<file path="src/rtl/pxs_pkg.sv">
// rtl/pxs_pkg.sv - shared pixel-stream field offsets and named 3-bit colours
package pxs_pkg;

  // Stream layout, LSB first: ActiveVideo, VSync, HSync, YCoord, XCoord, then RGB on RGB streams.
  localparam int AV_OFS = 0;
  localparam int VS_OFS = 1;
  localparam int HS_OFS = 2;
  localparam int Y_OFS  = 3;

  function automatic int x_ofs(input int coord_w);
    return Y_OFS + coord_w;
  endfunction

  function automatic int rgb_ofs(input int coord_w);
    return Y_OFS + 2 * coord_w;
  endfunction

  localparam logic [2:0] CLR_BLACK = 3'b000;
  localparam logic [2:0] CLR_BLUE  = 3'b001;
  localparam logic [2:0] CLR_GREEN = 3'b010;
  localparam logic [2:0] CLR_RED   = 3'b100;
  localparam logic [2:0] CLR_WHITE = 3'b111;

endpackage

</file>
<file path="src/rtl/pxs_frame_ctr.sv">
// rtl/pxs_frame_ctr.sv - frame-start detector and frame-counted blink phase
// Only instantiated when PXS_LINE_BLINK_EN is defined.
module pxs_frame_ctr #(
  parameter int COORD_W      = 10,
  parameter int BLINK_FRAMES = 30
) (
  input  logic               px_clk,
  input  logic               reset,
  input  logic [COORD_W-1:0] x_i,
  input  logic [COORD_W-1:0] y_i,
  output logic               frame_start_o,
  output logic               blink_vis_o
);

  localparam int               CNT_W    = $clog2(BLINK_FRAMES) + 1;
  localparam logic [CNT_W-1:0] CNT_LAST = CNT_W'(BLINK_FRAMES - 1);

  logic [CNT_W-1:0] cnt_q, cnt_d;
  logic             vis_q, vis_d;

  always_comb begin
    frame_start_o = (x_i == '0) && (y_i == '0);
    cnt_d         = cnt_q;
    vis_d         = vis_q;
    if (frame_start_o) begin
      if (cnt_q == CNT_LAST) begin
        cnt_d = '0;
        vis_d = ~vis_q;
      end else begin
        cnt_d = cnt_q + CNT_W'(1);
      end
    end
  end

  always_ff @(posedge px_clk) begin
    if (reset) begin
      cnt_q <= '0;
      vis_q <= 1'b1;
    end else begin
      cnt_q <= cnt_d;
      vis_q <= vis_d;
    end
  end

  // The registered phase is what the frame-start pixel itself sees; the new phase applies after it.
  assign blink_vis_o = vis_q;

endmodule

</file>
<file path="src/rtl/pxs_line_overlay.sv">
// rtl/pxs_line_overlay.sv - paints one frame-held horizontal/vertical line onto a VGA stream, 1-cycle latency
// Optional frame-counted blink is compiled in with PXS_LINE_BLINK_EN.
module pxs_line_overlay
  import pxs_pkg::*;
#(
  parameter int                 COORD_W      = 10,
  parameter int                 RGB_W        = 3,
  parameter int                 MODE         = 0,
  parameter int                 THICK        = 1,
  parameter int                 DASH_LOG2    = 0,
  parameter logic [RGB_W-1:0]   FG_COLOR     = {RGB_W{1'b1}},
  parameter logic [RGB_W-1:0]   BG_COLOR     = {RGB_W{1'b0}},
  parameter int                 BLINK_FRAMES = 30,
  parameter logic [COORD_W-1:0] POS_RST      = COORD_W'(245)
) (
  input  logic                           px_clk,
  input  logic                           reset,
  input  logic [COORD_W-1:0]             pos_i,
  input  logic                           en_i,
  input  logic [2*COORD_W+2:0]           VGAStr_i,
  output logic [2*COORD_W+2+RGB_W:0]     RGBStr_o
);

  localparam int               OUT_W     = 2 * COORD_W + 3 + RGB_W;
  localparam int               X_OFS     = x_ofs(COORD_W);
  localparam int               RGB_OFS   = rgb_ofs(COORD_W);
  localparam logic [COORD_W:0] THICK_EXT = (COORD_W + 1)'(THICK);

  logic [COORD_W-1:0] x, y, c, a;
  logic [COORD_W-1:0] pos_q, pos_d, pos_eff;
  logic               en_q, en_d, en_eff;
  logic               av, frame_start, blink_vis, hit, dash_on;
  logic [COORD_W:0]   line_end;
  logic [OUT_W-1:0]   rgb_str_q, rgb_str_d;

  assign x  = VGAStr_i[X_OFS +: COORD_W];
  assign y  = VGAStr_i[Y_OFS +: COORD_W];
  assign av = VGAStr_i[AV_OFS];

`ifdef PXS_LINE_BLINK_EN
  pxs_frame_ctr #(
    .COORD_W      (COORD_W),
    .BLINK_FRAMES (BLINK_FRAMES)
  ) u_frame_ctr (
    .px_clk        (px_clk),
    .reset         (reset),
    .x_i           (x),
    .y_i           (y),
    .frame_start_o (frame_start),
    .blink_vis_o   (blink_vis)
  );
`else
  assign frame_start = (x == '0) && (y == '0);
  assign blink_vis   = 1'b1;
`endif

  always_comb begin
    // Frame-start pixel uses the live request so a new position draws from pixel (0,0).
    pos_eff = frame_start ? pos_i : pos_q;
    en_eff  = frame_start ? en_i  : en_q;
    pos_d   = pos_eff;
    en_d    = en_eff;
    c       = (MODE == 1) ? x : y;
    a       = (MODE == 1) ? y : x;
    // One extra bit keeps pos+THICK from wrapping, clipping the line at coordinate max.
    line_end = {1'b0, pos_eff} + THICK_EXT;
    hit      = (c >= pos_eff) && ({1'b0, c} < line_end);
    dash_on  = (DASH_LOG2 == 0) ? 1'b1 : ~a[DASH_LOG2];
    rgb_str_d = {{RGB_W{1'b0}}, VGAStr_i};
    rgb_str_d[RGB_OFS +: RGB_W] =
      (av && en_eff && hit && dash_on && blink_vis) ? FG_COLOR : BG_COLOR;
  end

  always_ff @(posedge px_clk) begin
    if (reset) begin
      pos_q     <= POS_RST;
      en_q      <= 1'b0;
      rgb_str_q <= '0;
    end else begin
      pos_q     <= pos_d;
      en_q      <= en_d;
      rgb_str_q <= rgb_str_d;
    end
  end

  assign RGBStr_o = rgb_str_q;

endmodule
</file>
<file path="config.mk">
export PLATFORM = sky130hd
export DESIGN_NAME = pxs_line_overlay
export DESIGN_NICKNAME = d
export VERILOG_FILES = /design/src/rtl/pxs_pkg.sv /design/src/rtl/pxs_frame_ctr.sv /design/src/rtl/pxs_line_overlay.sv
export SDC_FILE = /design/constraint.sdc
export NUM_CORES = 1
export LEC_CHECK = 0
export ABC_CLOCK_PERIOD_IN_PS = 4200
export CORE_MARGIN = 5
export CORE_UTILIZATION = 41
export DETAILED_ROUTE_END_ITERATION = 10
export PLACE_DENSITY = 0.78
export REMOVE_ABC_BUFFERS = 1
export SYNTH_ARGS = -nofsm -noshare
export SYNTH_HDL_FRONTEND = slang
export SYNTH_SLANG_ARGS = --single-unit
</file>
<file path="constraint.sdc">
create_clock -name px_clk -period 4.2 [get_ports px_clk]
set_clock_uncertainty 0.1 [all_clocks]
set_input_delay 0.63 -clock px_clk [delete_from_list [all_inputs] [get_ports px_clk]]
set_output_delay 0.63 -clock px_clk [all_outputs]
set_load 0.05 [all_outputs]
</file>
* Word-level counts from Yosys, hierarchy flattened
Index checks and enable logic that the tools add are counted.
Word-level totals: input bits 36, bits in latches 0, output and inout port bits 26, bits in writable memories 0, memories kept 0, memory bits (read-only) 0, flip-flop bits (word level) 37, word-level logic and storage cells 15
Cells by class: shift operators 0, divide/modulo/power cells 0, add/subtract/negate cells 1, equal/unequal tests 0, magnitude comparators 2, muxes and demuxes 3, reductions and logical operators 6, bitwise logic cells 0, multiply operators 0
Operators with widths (count):
- zero test 10 bit | 2
- adder 10 x 1 -> 11 bit, second input constant | 1
- < comparator 10 x 11 -> 1 bit | 1
- >= comparator 10 bit | 1
- two-way mux 10 bit | 1
- logical AND 1 bit | 4
- two-way mux 3 bit | 1
- two-way mux 1 bit | 1

* Depth between registers and ports, before layout
depth in word-level cells 8, gate-level depth with buffers 17

* Worst setup path before layout
OpenSTA, ideal clock, no wires.
path kind input port to flip-flop, start input VGAStr_i[14], end register rgb_str_q[24], in the netlist RGBStr_o[24], setup slack 0.137 ns, arrival 3.860 ns, stages 17, path through or4_4 or2_4 nor2_8 buf_4 mux2i_1 inv_1 ha_1 nand3_1 mux2i_1 o211ai_1 xnor2_1 ha_1 a211oi_1 nand2_1 nor3_1 o311ai_0 a222oi_1
Between the ends: cells in the longest elaborated chain, start to end 8, elaborated cells between the ends (all ways) 11, classes of those cells 1 x add/sub; 2 x order compare; 3 x mux; 5 x reduce/logical
Ends and longest elaborated chain:
- from (decl) | RTL line pxs_line_overlay.sv:20 | input logic [2*COORD_W+2:0] VGAStr_i,
- zero test 10 bit * | RTL line pxs_line_overlay.sv:53 | assign frame_start = (x == '0) && (y == '0);
- logical AND 1 bit * | RTL line pxs_line_overlay.sv:53
- two-way mux 10 bit * | RTL line pxs_line_overlay.sv:59 | pos_eff = frame_start ? pos_i : pos_q;
- net pos_d[0] | RTL line pxs_line_overlay.sv:30 | logic [COORD_W-1:0] pos_q, pos_d, pos_eff;
- adder 10 x 1 -> 11 bit | RTL line pxs_line_overlay.sv:66 | line_end = {1'b0, pos_eff} + THICK_EXT;
- < comparator 10 x 11 -> 1 bit | RTL line pxs_line_overlay.sv:67 | hit = (c >= pos_eff) && ({1'b0, c} < line_end);
- logical AND 1 bit * | RTL line pxs_line_overlay.sv:67
- logical AND 1 bit * | RTL line pxs_line_overlay.sv:71 | (av && en_eff && hit && dash_on && blink_vis) ? FG_COLOR : BG_COLOR;
- two-way mux 3 bit * | RTL line pxs_line_overlay.sv:71
- to (signal assigned) | RTL line pxs_line_overlay.sv:82 | rgb_str_q <= rgb_str_d;
- to (decl) | RTL line pxs_line_overlay.sv:34 | logic [OUT_W-1:0] rgb_str_q, rgb_str_d;
The timed path passes the listed nets; every way through them passes the cells marked *. A chain may end at the register's enable or synchronous reset.

* Final worst setup path
Same ends and word-level chain as after synthesis.

==> metrics.txt <==
status=finished clean; NetSw=~0.00021 W; Hold Vio Cnt, Final=0; clock latency on the worst-skew pair=290 ps; Routed WL=5050 µm; critical path endpoint category=flop; Power Dens Cells=258 nW/µm²; cells after synthesis=190; number of global-route vias before repair=1,679; Fmax achieved=around 250 MHz; final critical-path share of the clock period=96.5%; root buffer cell=clkbuf_8; sequential element share of the synthesized area=about two fifths; Setup violations, final=0; largest net degree at the start of global routing=35; Initial Utilization=42.1%; Arr. time, crit path=4140 ps; DP Cell Count=326; post-route ant nets=0; setup_tns=0 ps; asr flop ratio synth=0%; IO Count=62; R2R Path Start=pos_q[0]$_SDFF_PP1_; CTS tree=done; leading area contributor after synthesis=dfxtp_1; R2R cell count=13; Yosys warning count=0; min-delay worst type=reg2reg; Yosys top cell area share=38.3%; EDFF count, synth=0; row count=24; Core ar.=4350 µm²; Vias/cell=5.05; internal power=0.000544 W; Slew HR=65.8%; worst setup path class=in2reg; first-pass GRT wire length=between 7000 and 8000 µm; FF-to-FF End=RGBStr_o[24]$_SDFF_PP0_; DRT Pass-1 Iters=4; Worst Min Path Start=en_q$_SDFF_PP0_; Vias=roughly 1,700; commonest non-fill, non-tap cell in the layout=clkdlybuf4s50_1; clock power share=~33%; RD Place Congestion=approximately 0.9; FF+latch count, synth=35; most frequent cells in the layout=54 x clkdlybuf4s50_1, 35 x dfxtp_1, 32 x buf_4; max-cap check violation count=0; Avg WL per Cell=15.0 µm; Syn Area/Cell=9.64 µm²; post-route minimum period=4050 ps; ANT cells=0; Slew @ Worst Pin=about 500 ps; synthesized area=1830 µm²; Net Sw Frac=27.4%; peak fanout along the critical path=4; Critical Path Start Type=input pin; port bufs=61; CTS H-Tree Depth=2; area added between synthesis and finish=58.5%; Slew Limit Fails=0; gr ovfl total=0; Synth Flop Type=dfxtp_1; Die H=76.8 µm; Crit path required time=4290 ps; residual DRC count=0; Clock Tree Buf Depth=2; power share of the sequential group=46.2%; DP HPWL=3830 µm; CTS clk-pin slew, worst paths=70 ps; die area=a little under 6000 µm²; Post-Layout Cell Count=336; VDD IR-drop max=0.108 mV; CTS Sinks=35; initial drt markers=72; Comb power frac=20.6%; hold endpoint=en_q$_SDFF_PP0_; Netlist cell types=just over 40; Leakage Power=1.26 nW; share of post-route cells with drive strength above 1=between 20% and 30%; Core Util, Final=66.7%; die width=76.8 µm; initial antenna violation count=0; CTS buffer count=5; Net count, final=339; Reg2Reg Setup Slack=1410 ps; synth top area cells=dfxtp_1 38%, ha_1 13%, nor2b_1 7.9%, mux2i_1 7.7%, xnor2_1 2.4%; WHS Path Cells=2; Total Routing Usage GR=15.9%
==> logic make-up (layout without fill, tap and decap cells) <==
group / count (synthesis) / count (layout) / share of synthesized area, %
and+or+nand+nor: 74 / 74 / 24.4
DFF: 35 / 35 / 38.3
AOI/OAI and AO/OA: 27 / 27 / 9.63
adders and majority gates: 19 / 19 / 13.0
muxes: 14 / 14 / 7.65
buffers and inverters: 13 / 107 / 3.28
xor gates and xnor gates: 8 / 8 / 3.83
==> worst max-delay path, cell delays in order <==
cell and delay, ps:
clkdlybuf4s50_1 420, or4_4 420, or2_4 280, nor2_8 180, mux2i_4 90, inv_2 90, ha_4 160, nand3_2 100
mux2i_2 220, o211ai_1 140, xnor2_1 150, ha_1 340, a211oi_2 240, nand2_1 120, nor3_2 190, o311ai_1 110
a222oi_1 270
==> final cells by class <==
| cell class | count | area [µm²] |
|---|---|---|
| Inverter | 7 | 26.3 |
| Fill cell | 329 | 1450 |
| Tap cell | 52 | 65.1 |
| Timing Repair Buffer | 93 | 868 |
| Sequential cell | 35 | 701 |
| Clock buffer | 6 | 82.6 |
| Multi-Input combinational cell | 142 | 1160 |
| Clock inverter | 1 | 5.00 |
==> power groups by stage <==
| stage | Combinational (W) | Sequential (W) | Clock [W] |
|---|---|---|---|
| after floorplan | 0.0000274 | 0.000396 | 0 |
| after global placement | 0.000148 | 0.000354 | 0 |
| after detailed placement | 0.000151 | 0.000354 | 0 |
| after CTS | 0.000151 | 0.000346 | 0.000254 |
| after global routing | 0.000162 | 0.000347 | 0.000272 |
| final | 0.000154 | 0.000346 | 0.000249 |
==> flip-flops by register name, summed over array words and instances (netlist names) <==
register	cells
pos_q	10
en_q	1
RGBStr_o	24
==> cell usage after synthesis, types with 5 or more instances <==
library cell  count
nand2b_1          6
inv_1             7
nor2_1            9
dfxtp_1          35
nor2b_1          23
ha_1             19
a21oi_1           6
o21ai_0           7
nand3_1           8
nand2_1           8
mux2i_1          14
xnor2_1           5
==> worst max-delay path by stage <==
stage | start | slack, ps | end | cells after the start
after floorplan | VGAStr_i[14] | 210 | RGBStr_o[24]$_SDFF_PP0_ | 16
after global placement | VGAStr_i[15] | -80 | RGBStr_o[24]$_SDFF_PP0_ | 17
after detailed placement | VGAStr_i[15] | -200 | RGBStr_o[24]$_SDFF_PP0_ | 17
after CTS | VGAStr_i[15] | 70 | RGBStr_o[24]$_SDFF_PP0_ | 17
after global routing | VGAStr_i[8] | -60 | RGBStr_o[24]$_SDFF_PP0_ | 19
final | VGAStr_i[14] | 150 | RGBStr_o[24]$_SDFF_PP0_ | 17
==> routing by layer <==
layer  part of all wire, %  vias up  GRT usage (%)
met5                     0        -              0
met4                   2.5        0           5.94
met3                   7.1       12           4.57
met2                    48       66           26.7
met1                    42      759           19.1
li1                      -      860              -
==> per-stage QoR <==
stage | setup slack (ps) | instance area, µm² | total power (W) | hold WS [ps]
after global placement | -75.1 | 2690 | 0.000502 | 392
final | 148 | 2900 | 0.000750 | 420
after detailed placement | -196 | 2690 | 0.000504 | 412
after global routing | -57.7 | 2900 | 0.000782 | 441
after CTS | 69.5 | 2780 | 0.000752 | 421
after floorplan | 206 | 1800 | 0.000423 | 367
==> what timing repair did <==
| action | 4_1_cts | 5_1_grt |
|---|---|---|
| hold buffers | 0 | 0 |
| endpoints found under the setup margin | 0 | 1 |
| buffers inserted | 0 | 3 |
| gates resized for setup | 0 | 26 |
(Power assumes the default switching activity.)
